$ cat src/rtl/reg_bus_sequencer_pkg.sv
// Shared encodings for the register-bus sequencer: opcodes, FSM states, requester ids.
package reg_seq_pkg;

  typedef enum logic [1:0] {
    OP_MOV = 2'b00,
    OP_LDI = 2'b01,
    OP_INC = 2'b10,
    OP_CLR = 2'b11
  } op_e;

  typedef enum logic [1:0] {
    S_IDLE  = 2'b00,
    S_ISSUE = 2'b01,
    S_WRITE = 2'b10
  } state_e;

  localparam logic REQ0 = 1'b0;
  localparam logic REQ1 = 1'b1;

endpackage

$ cat src/rtl/reg_bus_sequencer_if.sv
// Command ports of both requesters plus the bus/strobe outputs consumed by the register bank.
interface reg_bus_sequencer_if #(
  parameter int NREG = 8,
  parameter int W    = 8
);
  localparam int IDX_W = $clog2(NREG);

  logic             req0_valid;
  logic             req0_ready;
  logic [1:0]       req0_op;
  logic [IDX_W-1:0] req0_src;
  logic [IDX_W-1:0] req0_dst;
  logic [W-1:0]     req0_imm;

  logic             req1_valid;
  logic             req1_ready;
  logic [1:0]       req1_op;
  logic [IDX_W-1:0] req1_src;
  logic [IDX_W-1:0] req1_dst;
  logic [W-1:0]     req1_imm;

  logic [IDX_W-1:0] bus_src_sel;
  logic             bus_imm_en;
  logic [W-1:0]     bus_imm;
  logic [NREG-1:0]  Wen;
  logic [NREG-1:0]  INC;
  logic [NREG-1:0]  RST;
  logic             busy;
  logic             done;
  logic             done_id;
  logic             err;

  modport slave (
    input  req0_valid, req0_op, req0_src, req0_dst, req0_imm,
    input  req1_valid, req1_op, req1_src, req1_dst, req1_imm,
    output req0_ready, req1_ready,
    output bus_src_sel, bus_imm_en, bus_imm, Wen, INC, RST,
    output busy, done, done_id, err
  );

  modport master (
    output req0_valid, req0_op, req0_src, req0_dst, req0_imm,
    output req1_valid, req1_op, req1_src, req1_dst, req1_imm,
    input  req0_ready, req1_ready,
    input  bus_src_sel, bus_imm_en, bus_imm, Wen, INC, RST,
    input  busy, done, done_id, err
  );

endinterface

$ cat src/rtl/reg_bus_sequencer_rr_arbiter2.sv
// Two-way round-robin grant; on a tie the requester not granted last wins.
// The pointer only moves when a grant is actually accepted.
module rr_arbiter2
  import reg_seq_pkg::*;
(
  input  logic       clk_i,
  input  logic       rst_ni,
  input  logic [1:0] req_i,
  input  logic       accept_i,
  output logic [1:0] gnt_o
);

  logic last_q, last_d;

  always_comb begin
    gnt_o = 2'b00;
    case (req_i)
      2'b01:   gnt_o = 2'b01;
      2'b10:   gnt_o = 2'b10;
      2'b11:   gnt_o = (last_q == REQ1) ? 2'b01 : 2'b10;
      default: gnt_o = 2'b00;
    endcase
  end

  always_comb begin
    last_d = last_q;
    if (accept_i) last_d = gnt_o[1] ? REQ1 : REQ0;
  end

  // Pointer starts at REQ1 so requester 0 wins the first tie.
  always_ff @(posedge clk_i or negedge rst_ni) begin
    if (!rst_ni) last_q <= REQ1;
    else         last_q <= last_d;
  end

endmodule

$ cat src/rtl/reg_bus_sequencer.sv
// Arbitrates two command sources and sequences bus select plus Wen/INC/RST strobes for the register bank.
// Outputs are registered from the next state, so each state's outputs appear the cycle it is entered.
module reg_bus_sequencer
  import reg_seq_pkg::*;
#(
  parameter int NREG = 8,
  parameter int W    = 8
) (
  input logic          Clk,
  input logic          RSTn,
  reg_bus_sequencer_if.slave bus
);

  localparam int IDX_W = $clog2(NREG);

  state_e           state_q, state_d;
  op_e              c_op_q, c_op_d;
  logic [IDX_W-1:0] c_src_q, c_src_d;
  logic [IDX_W-1:0] c_dst_q, c_dst_d;
  logic [W-1:0]     c_imm_q, c_imm_d;
  logic             c_id_q, c_id_d;

  logic [1:0] req_vld, gnt;
  logic       accept;

  assign req_vld = {bus.req1_valid, bus.req0_valid};

  rr_arbiter2 u_arb (
    .clk_i    (Clk),
    .rst_ni   (RSTn),
    .req_i    (req_vld),
    .accept_i (accept),
    .gnt_o    (gnt)
  );

  assign bus.req0_ready = (state_q == S_IDLE) & gnt[0];
  assign bus.req1_ready = (state_q == S_IDLE) & gnt[1];
  assign accept         = (state_q == S_IDLE) & (|gnt);

  always_comb begin
    c_op_d  = c_op_q;
    c_src_d = c_src_q;
    c_dst_d = c_dst_q;
    c_imm_d = c_imm_q;
    c_id_d  = c_id_q;
    if (accept) begin
      if (gnt[1]) begin
        c_op_d  = op_e'(bus.req1_op);
        c_src_d = bus.req1_src;
        c_dst_d = bus.req1_dst;
        c_imm_d = bus.req1_imm;
        c_id_d  = REQ1;
      end else begin
        c_op_d  = op_e'(bus.req0_op);
        c_src_d = bus.req0_src;
        c_dst_d = bus.req0_dst;
        c_imm_d = bus.req0_imm;
        c_id_d  = REQ0;
      end
    end
  end

  always_comb begin
    state_d = state_q;
    case (state_q)
      S_IDLE:  if (accept) state_d = S_ISSUE;
      S_ISSUE: state_d = (c_op_q == OP_MOV || c_op_q == OP_LDI) ? S_WRITE : S_IDLE;
      S_WRITE: state_d = S_IDLE;
      default: state_d = S_IDLE;
    endcase
  end

  // Output decode for the state being entered, using the command that will be held in it.
  logic             bad_d;
  logic [NREG-1:0]  dst_oh_d;
  logic [IDX_W-1:0] src_sel_d, src_sel_q;
  logic             imm_en_d, imm_en_q;
  logic [W-1:0]     imm_out_d, imm_out_q;
  logic [NREG-1:0]  wen_d, wen_q, inc_d, inc_q, rst_d, rst_q;
  logic             busy_d, busy_q, done_d, done_q, done_id_d, done_id_q, err_d, err_q;

  always_comb begin
    bad_d     = (int'(c_dst_d) >= NREG) || (c_op_d == OP_MOV && int'(c_src_d) >= NREG);
    dst_oh_d  = bad_d ? '0 : (NREG'(1) << c_dst_d);
    src_sel_d = '0;
    imm_en_d  = 1'b0;
    imm_out_d = '0;
    wen_d     = '0;
    inc_d     = '0;
    rst_d     = '0;
    busy_d    = 1'b0;
    done_d    = 1'b0;
    done_id_d = 1'b0;
    err_d     = 1'b0;
    case (state_d)
      S_ISSUE: begin
        busy_d = 1'b1;
        case (c_op_d)
          OP_MOV: src_sel_d = c_src_d;
          OP_LDI: begin
            imm_en_d  = 1'b1;
            imm_out_d = c_imm_d;
          end
          OP_INC, OP_CLR: begin
            if (c_op_d == OP_INC) inc_d = dst_oh_d;
            else                  rst_d = dst_oh_d;
            done_d    = 1'b1;
            done_id_d = c_id_d;
            err_d     = bad_d;
          end
          default: ;
        endcase
      end
      S_WRITE: begin
        busy_d    = 1'b1;
        src_sel_d = (c_op_d == OP_MOV) ? c_src_d : '0;
        imm_en_d  = (c_op_d == OP_LDI);
        imm_out_d = (c_op_d == OP_LDI) ? c_imm_d : '0;
        wen_d     = dst_oh_d;
        done_d    = 1'b1;
        done_id_d = c_id_d;
        err_d     = bad_d;
      end
      default: ;
    endcase
  end

  always_ff @(posedge Clk or negedge RSTn) begin
    if (!RSTn) begin
      state_q   <= S_IDLE;
      c_op_q    <= OP_MOV;
      c_src_q   <= '0;
      c_dst_q   <= '0;
      c_imm_q   <= '0;
      c_id_q    <= 1'b0;
      src_sel_q <= '0;
      imm_en_q  <= 1'b0;
      imm_out_q <= '0;
      wen_q     <= '0;
      inc_q     <= '0;
      rst_q     <= '0;
      busy_q    <= 1'b0;
      done_q    <= 1'b0;
      done_id_q <= 1'b0;
      err_q     <= 1'b0;
    end else begin
      state_q   <= state_d;
      c_op_q    <= c_op_d;
      c_src_q   <= c_src_d;
      c_dst_q   <= c_dst_d;
      c_imm_q   <= c_imm_d;
      c_id_q    <= c_id_d;
      src_sel_q <= src_sel_d;
      imm_en_q  <= imm_en_d;
      imm_out_q <= imm_out_d;
      wen_q     <= wen_d;
      inc_q     <= inc_d;
      rst_q     <= rst_d;
      busy_q    <= busy_d;
      done_q    <= done_d;
      done_id_q <= done_id_d;
      err_q     <= err_d;
    end
  end

  assign bus.bus_src_sel = src_sel_q;
  assign bus.bus_imm_en  = imm_en_q;
  assign bus.bus_imm     = imm_out_q;
  assign bus.Wen         = wen_q;
  assign bus.INC         = inc_q;
  assign bus.RST         = rst_q;
  assign bus.busy        = busy_q;
  assign bus.done        = done_q;
  assign bus.done_id     = done_id_q;
  assign bus.err         = err_q;

endmodule
$ cat src/flat_wrapper.sv
// flat-port wrapper written by rule: the top's interface ports become plain ports
module reg_bus_sequencer_flat import reg_seq_pkg::*;
#(
  parameter int NREG = 8,
  parameter int W    = 8
)
  (Clk, RSTn, bus_req0_valid, bus_req0_op, bus_req0_src, bus_req0_dst, bus_req0_imm, bus_req1_valid, bus_req1_op, bus_req1_src, bus_req1_dst, bus_req1_imm, bus_req0_ready, bus_req1_ready, bus_bus_src_sel, bus_bus_imm_en, bus_bus_imm, bus_Wen, bus_INC, bus_RST, bus_busy, bus_done, bus_done_id, bus_err);
  reg_bus_sequencer_if #(.NREG(NREG), .W(W)) bus_i ();
  input logic Clk;
  input logic RSTn;
  input wire logic [$bits(bus_i.req0_valid)-1:0] bus_req0_valid;
  input wire logic [$bits(bus_i.req0_op)-1:0] bus_req0_op;
  input wire logic [$bits(bus_i.req0_src)-1:0] bus_req0_src;
  input wire logic [$bits(bus_i.req0_dst)-1:0] bus_req0_dst;
  input wire logic [$bits(bus_i.req0_imm)-1:0] bus_req0_imm;
  input wire logic [$bits(bus_i.req1_valid)-1:0] bus_req1_valid;
  input wire logic [$bits(bus_i.req1_op)-1:0] bus_req1_op;
  input wire logic [$bits(bus_i.req1_src)-1:0] bus_req1_src;
  input wire logic [$bits(bus_i.req1_dst)-1:0] bus_req1_dst;
  input wire logic [$bits(bus_i.req1_imm)-1:0] bus_req1_imm;
  output wire logic [$bits(bus_i.req0_ready)-1:0] bus_req0_ready;
  output wire logic [$bits(bus_i.req1_ready)-1:0] bus_req1_ready;
  output wire logic [$bits(bus_i.bus_src_sel)-1:0] bus_bus_src_sel;
  output wire logic [$bits(bus_i.bus_imm_en)-1:0] bus_bus_imm_en;
  output wire logic [$bits(bus_i.bus_imm)-1:0] bus_bus_imm;
  output wire logic [$bits(bus_i.Wen)-1:0] bus_Wen;
  output wire logic [$bits(bus_i.INC)-1:0] bus_INC;
  output wire logic [$bits(bus_i.RST)-1:0] bus_RST;
  output wire logic [$bits(bus_i.busy)-1:0] bus_busy;
  output wire logic [$bits(bus_i.done)-1:0] bus_done;
  output wire logic [$bits(bus_i.done_id)-1:0] bus_done_id;
  output wire logic [$bits(bus_i.err)-1:0] bus_err;
  assign bus_i.req0_valid = bus_req0_valid;
  assign bus_i.req0_op = bus_req0_op;
  assign bus_i.req0_src = bus_req0_src;
  assign bus_i.req0_dst = bus_req0_dst;
  assign bus_i.req0_imm = bus_req0_imm;
  assign bus_i.req1_valid = bus_req1_valid;
  assign bus_i.req1_op = bus_req1_op;
  assign bus_i.req1_src = bus_req1_src;
  assign bus_i.req1_dst = bus_req1_dst;
  assign bus_i.req1_imm = bus_req1_imm;
  assign bus_req0_ready = bus_i.req0_ready;
  assign bus_req1_ready = bus_i.req1_ready;
  assign bus_bus_src_sel = bus_i.bus_src_sel;
  assign bus_bus_imm_en = bus_i.bus_imm_en;
  assign bus_bus_imm = bus_i.bus_imm;
  assign bus_Wen = bus_i.Wen;
  assign bus_INC = bus_i.INC;
  assign bus_RST = bus_i.RST;
  assign bus_busy = bus_i.busy;
  assign bus_done = bus_i.done;
  assign bus_done_id = bus_i.done_id;
  assign bus_err = bus_i.err;
  reg_bus_sequencer #(.NREG(NREG), .W(W)) u_core (.Clk(Clk), .RSTn(RSTn), .bus(bus_i));
endmodule
$ cat config.mk
export PLATFORM = sky130hd
export DESIGN_NAME = reg_bus_sequencer_flat
export DESIGN_NICKNAME = d
export VERILOG_FILES = /design/src/rtl/reg_bus_sequencer_pkg.sv /design/src/rtl/reg_bus_sequencer_if.sv /design/src/rtl/reg_bus_sequencer_rr_arbiter2.sv /design/src/rtl/reg_bus_sequencer.sv /design/src/flat_wrapper.sv
export SDC_FILE = /design/constraint.sdc
export NUM_CORES = 1
export LEC_CHECK = 0
export CAP_MARGIN = 10
export CORE_AREA = 4 4 79 81
export CTS_CLUSTER_SIZE = 25
export DETAILED_ROUTE_END_ITERATION = 12
export DIE_AREA = 0 0 83 85
export GPL_TIMING_DRIVEN = 0
export PLACE_DENSITY = 0.82
export SYNTH_ARGS = -nofsm -noshare
export SYNTH_HDL_FRONTEND = slang
export SYNTH_SLANG_ARGS = --single-unit
$ cat constraint.sdc
create_clock -name Clk -period 1.9 [get_ports Clk]
set_input_delay 0.38 -clock Clk [delete_from_list [all_inputs] [get_ports Clk]]
set_output_delay 0.38 -clock Clk [all_outputs]
set_load 0.03 [all_outputs]
# Word-level counts from Yosys, hierarchy flattened
# Index checks and enable logic that the tools add are counted.
[op_classes]
n_reduce_logical = 7
n_shift = 1
mux = 33
n_bitwise = 3
eq_ne = 10
[ops]
columns = ["operator", "count"]
rows = [
  ["8-bit two-way mux", 11],
  ["3-bit two-way mux", 6],
  ["2-bit by 1-bit == test with 1-bit output (second input constant)", 5],
  ["2-bit == test (second input constant)", 5],
  ["2-bit two-way mux", 5],
  ["1-bit by 3-bit left shift with 8-bit output (first input constant)", 1],
  ["2-bit zero test", 3],
  ["1-bit two-way mux", 6],
  ["1-bit one-hot mux with 2 select lines", 3],
  ["2-bit one-hot mux with 3 select lines", 1],
  ["2-bit OR reduction", 3],
  ["2-bit one-hot mux with 2 select lines", 1],
  ["1-bit AND", 3],
  ["1-bit logical OR", 1],
]
[word_totals]
out_inout_bits = 42
regBits = 59
wordCells = 70
inputBits = 36

# Longest topological paths before layout
# Gate-level depths: netlist of the first run.
[logic_depth]
word_depth = 9
ltp_mapped = 7
mapped_depth_nobuf = 7

# By module
# Synthesis of the first run repeated with hierarchy kept, for this count alone.
[hier_totals]
cells_unflattened = 228
area_unflattened_um2 = 2665.1
[modules_own_cells]
columns = ["module", "cells_per_inst", "area_each_um2", "n_inst", "seq_area_each_um2"]
rows = [
  ["reg_bus_sequencer", 223, 2601.2, 1, 1451.4],
  ["rr_arbiter2", 5, 63.8, 1, 26.3],
]

# Worst setup path after synthesis of the first run
# OpenSTA, ideal clock, no wires.
[synth_timing]
kind = "reg-to-reg"
startpoint = "register u_core.state_q[1]"
endpoint = "register u_core.imm_out_q[7], in the netlist u_core.bus.bus_imm[7]"
setup_slack_ns = -0.040
required_time_ns = 1.820
synth_period_minus_slack_ns = 1.940
t_arrival_ns = 1.859
setup_ns = 0.080
path_stages_with_launch = 7
path_buffers = 1
cell_sequence = "dfrtp_1 or3b_2 inv_1 ha_1 or3_1 buf_2 nor3_2"
[synth_via]
elab_chain_len = 7
elab_cells_between_ends = 13
classes_between = "eq/ne: 4; mux: 6; bitwise: 1; reduce/logical: 2"
[synth_rtl]
columns = ["item", "line", "rtl"]
rows = [
  ["start, declared", "reg_bus_sequencer.sv:16", "state_e state_q, state_d;"],
  ["start signal, assigned", "reg_bus_sequencer.sv:147", "state_q <= state_d;"],
  ["2-bit zero test", "reg_bus_sequencer.sv:38, reg_bus_sequencer.sv:65", ""],
  ["1-bit AND", "reg_bus_sequencer.sv:38", "assign accept = (state_q == S_IDLE) & (|gnt);"],
  ["2-bit two-way mux", "reg_bus_sequencer.sv:66", "S_IDLE: if (accept) state_d = S_ISSUE;"],
  ["2-bit one-hot mux with 2 select lines *", "reg_bus_sequencer.sv:65", "case (state_q)"],
  ["via u_core.state_d[1]", "reg_bus_sequencer.sv:16", ""],
  ["2-bit == test / 2-bit by 1-bit == test with 1-bit output (equally long branches)", "reg_bus_sequencer.sv:95", "case (state_d)"],
  ["2-bit OR reduction (no line) *", "n/a", ""],
  ["8-bit two-way mux *", "n/a", ""],
  ["via u_core.imm_out_d[7]", "reg_bus_sequencer.sv:78", "logic [W-1:0] imm_out_d, imm_out_q;"],
  ["end signal, assigned", "reg_bus_sequencer.sv:155", "imm_out_q <= imm_out_d;"],
  ["end, declared", "reg_bus_sequencer.sv:78", ""],
]
# The timed path passes the listed nets; every way through them passes the cells marked *.
# A chain may end at the register's enable or synchronous reset.

# Worst setup path in the final report of the first run
[layout_timing]
startpoint = "register u_core.state_q[1]"
endpoint = "register u_core.imm_out_q[5], in the netlist u_core.bus.bus_imm[5]"
[layout_via]
elab_cells_between_ends = 13
classes_between = "eq/ne: 4; mux: 6; bitwise: 1; reduce/logical: 2"
[layout_lines]
columns = ["item", "line", "rtl"]
rows = [
  ["2-bit zero test", "reg_bus_sequencer.sv:38", ""],
  ["1-bit AND", "reg_bus_sequencer.sv:38", ""],
  ["2-bit two-way mux", "reg_bus_sequencer.sv:46", "if (accept) begin"],
  ["via u_core.c_op_d[1]", "reg_bus_sequencer.sv:17", "op_e c_op_q, c_op_d;"],
  ["2-bit by 1-bit == test with 1-bit output", "reg_bus_sequencer.sv:98, reg_bus_sequencer.sv:118", ""],
  ["8-bit two-way mux", "reg_bus_sequencer.sv:98, reg_bus_sequencer.sv:118", ""],
  ["8-bit two-way mux", "n/a", ""],
  ["via u_core.imm_out_d[5]", "reg_bus_sequencer.sv:78", ""],
]
# The timed path passes the listed nets, and every way through them passes these cells.

==> results.cfg, run 1 <==
[place]
routabilityCongestion = 0.749
post-dp-hpwl_mm = 3.73
dp_cells = 333
postPlaceCellArea_sq_mm = 0.00306
port_buffers = 76

[setup_path]
slowest_stage = dfrtp_1
cp-end-kind = flop
worstSetupStartpointType = flop
crit_arrival_ns = 2.10
max_stage_delay_ns = 0.41
critical-path-top-delay-family = simple AND/OR/NAND/NOR gates
criticalPathCategory = reg -> reg
critPathMaxFanout = 5
path_cells = nor2_4, buf_12, nand3_4, o221a_4, or3_4, buf_8, nor3_4
worst-path-buf-inv = 2
worst-endpoint-required_ns = 2.14

[global_route]
antenna_found_initial = 0
global_route.usage.total = 0.160
grt_start_max_net_pins = 38
grt_pass1_vias = 1809
grt.overflow.total = 0
global_route_wire_length_before_repair_mm = 8.78

[routing]
postRouteWirelength_mm = 5.34
detail_route.vias_per_cell = 4.76
starting_drc_count_in_detailed_routing = 91
ant_nets = 0
routed-via-count = 1722
drc = 0
firstDrtPassIters = 4
detail_route.wl_per_cell_microns = 14.8

[synth]
yosys.area.top_type = dfrtp_1
synth_nets = 222
ys_seq_elements = 59
yosys.area.top_type_share = 0.666
postSynthAreaPerCell_sq_um = 11.8
ys_top_cells_by_area = dfrtp_1 (67%), nor2_1 (7.7%), o22ai_1 (3.2%), nor3_1 (2.3%), nor3_2 (2.3%)
netlist_area_sq_mm = 0.00218
cells_after_synthesis = 184
yosys.cell_types.count = 31
post_synthesis_sequential_area_ratio = 0.678
ys_warn_count = 0

[run_status]
status = complete, no violations

[sta]
drv_slew = 0
max_slew_margin = 0.658
timing.final.crit_period_ns = 1.86
timing.final.hold_violations = 0
fmax_mhz = 538
holdWs_ns = 0.0259
final.period_utilization = 0.978
unrepaired_setup_endpoints_after_global_routing = true
fin_worst_skew_ns = 0.00635
worstMarginPinSlew_ns = 0.513
finalSetupViolations = 0

[clock_network]
tritoncts = done
hold_buffers = 0
ctsRootBufferMaster = clkbuf_8
worstSkewPairLatency_ns = 0.32
cts_num_sinks = 59
h-tree-depth = 3
clk_transition_reported_paths_ns = 0.06
numCtsBuffers = 9
cts-root-to-sink-buffers = 2

[die]
design.die.area_sq_mm = 0.00706
initial_core_util = 0.398
die_x_microns = 83
fp.dieH_microns = 85
core.rowCount = 27
design.core.area_sq_mm = 0.00547
io-pin-count = 78

[final_layout]
final-seq-area_sq_mm = 0.00148
nFillCells = 414
utilization = 0.636
stdcell_count = 362
antennaDiodeCount = 0
post_route_cells_drive_above_1_share = 0.228
final_std_cell_area_no_fill_sq_mm = 0.00348
nNetsFinal = 324
area_growth_syn_to_layout_pct = 59.6
multi_input_comb_area_sq_um = 762
most-common-layout-cells = clkdlybuf4s50_1 (71), dfrtp_1 (58), nor2_1 (44), buf_4 (15)
mostFrequentLayoutCell = clkdlybuf4s50_1

[flow_run]
max_cap_violations = 0

[power]
power.density_cell_area_mw_per_mm2 = 1540
peakVddDrop_v = 0.000708
p_leak_nw = 1.55

[hold_path]
hold_class = in -> async
[metrics by stage]
step	setup WS [ns]	power, W	setup TNS (ns)
2_1_floorplan	0.00180	0.00314	0
5_1_grt	-0.0387	0.00573	-0.210
4_1_cts	0.00898	0.00506	0
3_3_place_gp	-1.25	0.00384	-100.71
3_5_place_dp	-0.832	0.00389	-28.61
6_report	0.0409	0.00537	0
[cell usage after synthesis (all sizes together)]
library cell and instances:
a21oi 1, a21o 2, nor2 46, ha 2, inv 10, nor3b 1, nor3 15, o22ai 11
a21boi 2, nand3 2, nand2 12, nand2b 1, nand4b 1, or2 1, o221a 1, dfstp 1
clkbuf 3, nand4bb 1, conb 1, o221ai 1, or3 2, a221oi 2, nand4 2, a222oi 1
dfrtp 58, or3b 1, buf 3
[layout make-up]
| class | instances | share of cell area |
|---|---|---|
| clock buffers | 12 | 0.0417 |
| plain buffers | 6 | 0.0147 |
| well taps | 72 | 0.0259 |
| inverters | 10 | 0.0129 |
| flip-flops and latches | 59 | 0.425 |
| repair buffers | 91 | 0.257 |
| multi-input cells | 109 | 0.219 |
| clock inverters | 3 | 0.00431 |
[state kept, by name (all words and copies together), names as in the netlist]
name	flops
u_core.bus.bus_imm_en	1
u_core.bus.done	1
u_core.c_src_q	3
u_core.u_arb.last_q	1
u_core.bus.done_id	1
u_core.bus.RST	8
u_core.c_imm_q	8
u_core.bus.bus_imm	8
u_core.bus.bus_src_sel	3
u_core.bus.INC	8
u_core.c_op_q	2
u_core.c_dst_q	3
u_core.bus.Wen	8
u_core.c_id_q	1
u_core.state_q	2
u_core.bus.busy	1
[metal layers]
metal	track usage	share of wire
met1	0.188	0.40
met2	0.270	0.52
met3	0.0369	0.053
met4	0.0921	0.023
met5	0	0
[worst paths after layout]
kind	slack, ns	start	endpoint	cells after the start
worst min register to register	0.48	u_core.u_arb.last_q	u_core.u_arb.last_q	2
worst max-delay path	0.04	u_core.state_q[1]	u_core.bus.bus_imm[5]	7
min in group Clk	0.48	u_core.u_arb.last_q	u_core.u_arb.last_q	2
max in group asynchronous	1.25	RSTn	u_core.u_arb.last_q	2
worst max register to register	0.04	u_core.state_q[1]	u_core.bus.bus_imm[5]	7
worst min-delay path	0.03	RSTn	u_core.bus.bus_imm[5]	1
[kinds of logic (layout without fill, tap and decap cells)]
family / count (synthesis) / after routing / synth area share
AND/OR/NAND/NOR: 85 / 85 / 0.199
adder cells (fa/ha/maj): 2 / 2 / 0.0115
other: 1 / 1 / 0.00172
AO/OA/AOI/OAI: 21 / 21 / 0.0792
buffers and inverters: 16 / 122 / 0.0304
flip-flops: 59 / 59 / 0.678
[timing repair]
item	CTS	global route
resized for setup	24	29
cloned	1	0
buffers inserted	6	7
pin swaps	3	11
endpoints found under the setup margin	48	36
[power by group]
| group | leakage [nW] | switching [W] | internal [W] |
|---|---|---|---|
| clock | 0.0860 | 0.000434 | 0.000495 |
| combinational | 0.699 | 0.00154 | 0.00116 |
| sequential | 0.765 | 0.000115 | 0.00163 |
| total | 1.55 | 0.00209 | 0.00329 |
[worst register-to-register path: stages, from the launching register on]
cell and delay, ns:
dfrtp_1 0.41, nor2_4 0.17, buf_12 0.13, nand3_4 0.12, o221a_4 0.29, or3_4 0.41, buf_8 0.16, nor3_4 0.10
(Power assumes the default switching activity.)
==> run 2, diff against run 1 <==
Settings changed: PLACE_DENSITY 0.82 to 0.71.
==> run 2 against run 1 <==
Against the previous run:
- the flow now finishes with violations (setup timing)
- sequential share of layout area down 0.53 points
- sequential power is essentially flat
- core utilization up 0.80 points
- register-to-register slack got worse by 0.098 ns
- sequential cell count unchanged
- clock power is 21% higher
- critical path type unchanged
- largest power group unchanged
- highest routed layer unchanged
==> results.cfg, run 2 (same netlist as run 1, synthesis figures left out) <==
[run_status]
status = finished, violations left
failing_checks = setup timing

[final_layout]
nNetsFinal = 325
post_route_cells_drive_above_1_share = 0.253
mostFrequentLayoutCell = clkdlybuf4s50_1
final-seq-area_sq_mm = 0.00148
final_std_cell_area_no_fill_sq_mm = 0.00352
nFillCells = 416
multi_input_comb_area_sq_um = 756
most-common-layout-cells = clkdlybuf4s50_1 (71), dfrtp_1 (58), nor2_1 (45), buf_4 (14)
antennaDiodeCount = 0
area_growth_syn_to_layout_pct = 61.7

[setup_path]
critPathMaxFanout = 5
worst-endpoint-required_ns = 2.15
timing.critical_path.mode_cell = buf_6
slowest_stage = or3_4
worst-path-buf-inv = 2
max_stage_delay_ns = 0.41
worstSetupStartpointType = flop
cp-end-kind = flop
criticalPathCategory = reg -> reg
path_cells = nor2_4, buf_6, nand3_4, o221a_4, or3_4, buf_6, nor3_2
crit_arrival_ns = 2.21
timing.critical_path.from = u_core.state_q[0]
worst_r2r_path_depth = 7
r2r-end = u_core.bus.bus_imm[7]
reg2reg_setup_slack_ns = -0.06
r2r-start = u_core.state_q[0]
critical-path-top-delay-family = simple AND/OR/NAND/NOR gates

[sta]
finalSetupViolations = 4
holdWs_ns = 0.00612
fin_worst_skew_ns = 0.00853
timing.final.hold_violations = 0
unrepaired_setup_endpoints_after_global_routing = true
max_slew_margin = 0.643
fmax_mhz = 511
worstMarginPinSlew_ns = 0.535
layout_setup_ws_ns = -0.0566
timing.final.crit_period_ns = 1.96
final.period_utilization = 1.03
drv_slew = 0

[power]
p_leak_nw = 1.58
power.density_cell_area_mw_per_mm2 = 1580
peakVddDrop_v = 0.000702

[routing]
ant_nets = 0
firstDrtPassIters = 4
drc = 0
routed-via-count = 1750
detail_route.vias_per_cell = 4.81
detail_route.wl_per_cell_microns = 15.5
postRouteWirelength_mm = 5.65
starting_drc_count_in_detailed_routing = 78

[global_route]
grt_pass1_vias = 1799
global_route_wire_length_before_repair_mm = 8.98
antenna_found_initial = 0
global_route.usage.total = 0.165
grt_start_max_net_pins = 39
grt.overflow.total = 0

[die]
io-pin-count = 78
initial_core_util = 0.398
die_x_microns = 83
fp.dieH_microns = 85
design.core.area_sq_mm = 0.00547
design.die.area_sq_mm = 0.00706
core.rowCount = 27

[place]
port_buffers = 76
routabilityCongestion = 0.753
postPlaceCellArea_sq_mm = 0.00306
post-dp-hpwl_mm = 3.79

[clock_network]
cts_num_sinks = 59
ctsRootBufferMaster = clkbuf_8
clk_transition_reported_paths_ns = 0.06
cts-root-to-sink-buffers = 2
numCtsBuffers = 9
tritoncts = done
worstSkewPairLatency_ns = 0.34
h-tree-depth = 3

[flow_run]
max_cap_violations = 0

[hold_path]
hold_class = in -> async
run 2: what timing repair did:
action,in CTS,in global routing
endpoints found under the setup margin,49,40
resized for setup,31,23
hold buffers,0,0
cloned,1,0
buffers inserted,7,7
pin swaps,6,16
run 2: worst max path at each step:
stage | slack [ns] | cells past startpoint | end
2_1_floorplan | 0.002 | 6 | u_core.bus.bus_imm[7]
3_3_place_gp | -1.25 | 1 | u_core.bus.INC[6]
3_5_place_dp | -0.84 | 8 | u_core.bus.INC[6]
4_1_cts | 0.005 | 6 | u_core.bus.bus_imm[7]
5_1_grt | -0.14 | 7 | u_core.bus.RST[4]
6_report | -0.06 | 7 | u_core.bus.bus_imm[7]
run 2: final cells by class:
cell class,count,area share
Inverter,10,0.0131
Sequential cell,59,0.419
Clock buffer,11,0.0401
Timing Repair Buffer,92,0.259
Tap cell,72,0.0256
Multi-Input combinational cell,109,0.214
Clock inverter,5,0.0149
Buffer,6,0.0135
run 2: worst reg2reg max path, cell delays in order, from the launching register on:
cell,delay [ns]
dfrtp_1,0.40
nor2_4,0.22
buf_6,0.14
nand3_4,0.12
o221a_4,0.27
or3_4,0.41
buf_6,0.15
nor3_2,0.17
run 2: stage by stage:
step / util / setup TNS [ns] / std cells / total power [W] / setup slack (ns)
after floorplan: - / 0 / 184 / 0.00314 / 0.00180
after global placement: 0.557 / -102.39 / 332 / 0.00386 / -1.25
after detailed placement: 0.560 / -29.54 / 333 / 0.00391 / -0.838
after CTS: 0.616 / 0 / 357 / 0.00527 / 0.00491
after global routing: 0.644 / -2.35 / 364 / 0.00590 / -0.136
final: 0.644 / -0.0749 / 364 / 0.00557 / -0.0566
run 2: power by group:
part	internal, W	switching [W]	leakage (nW)	total (W)
registers	0.00163	0.000121	0.765	0.00175
logic	0.00116	0.00155	0.718	0.00270
clock network	0.000634	0.000481	0.0991	0.00112
total	0.00342	0.00215	1.58	0.00557
run 2: layer usage:
layer / up-vias / wire length, microns / global-route usage
met4: 0 / 180 / 0.0877
met3: 14 / 255 / 0.0544
li1: 828 / - / -
met5: - / 0 / 0
met1: 859 / 2320 / 0.203
met2: 49 / 2900 / 0.259
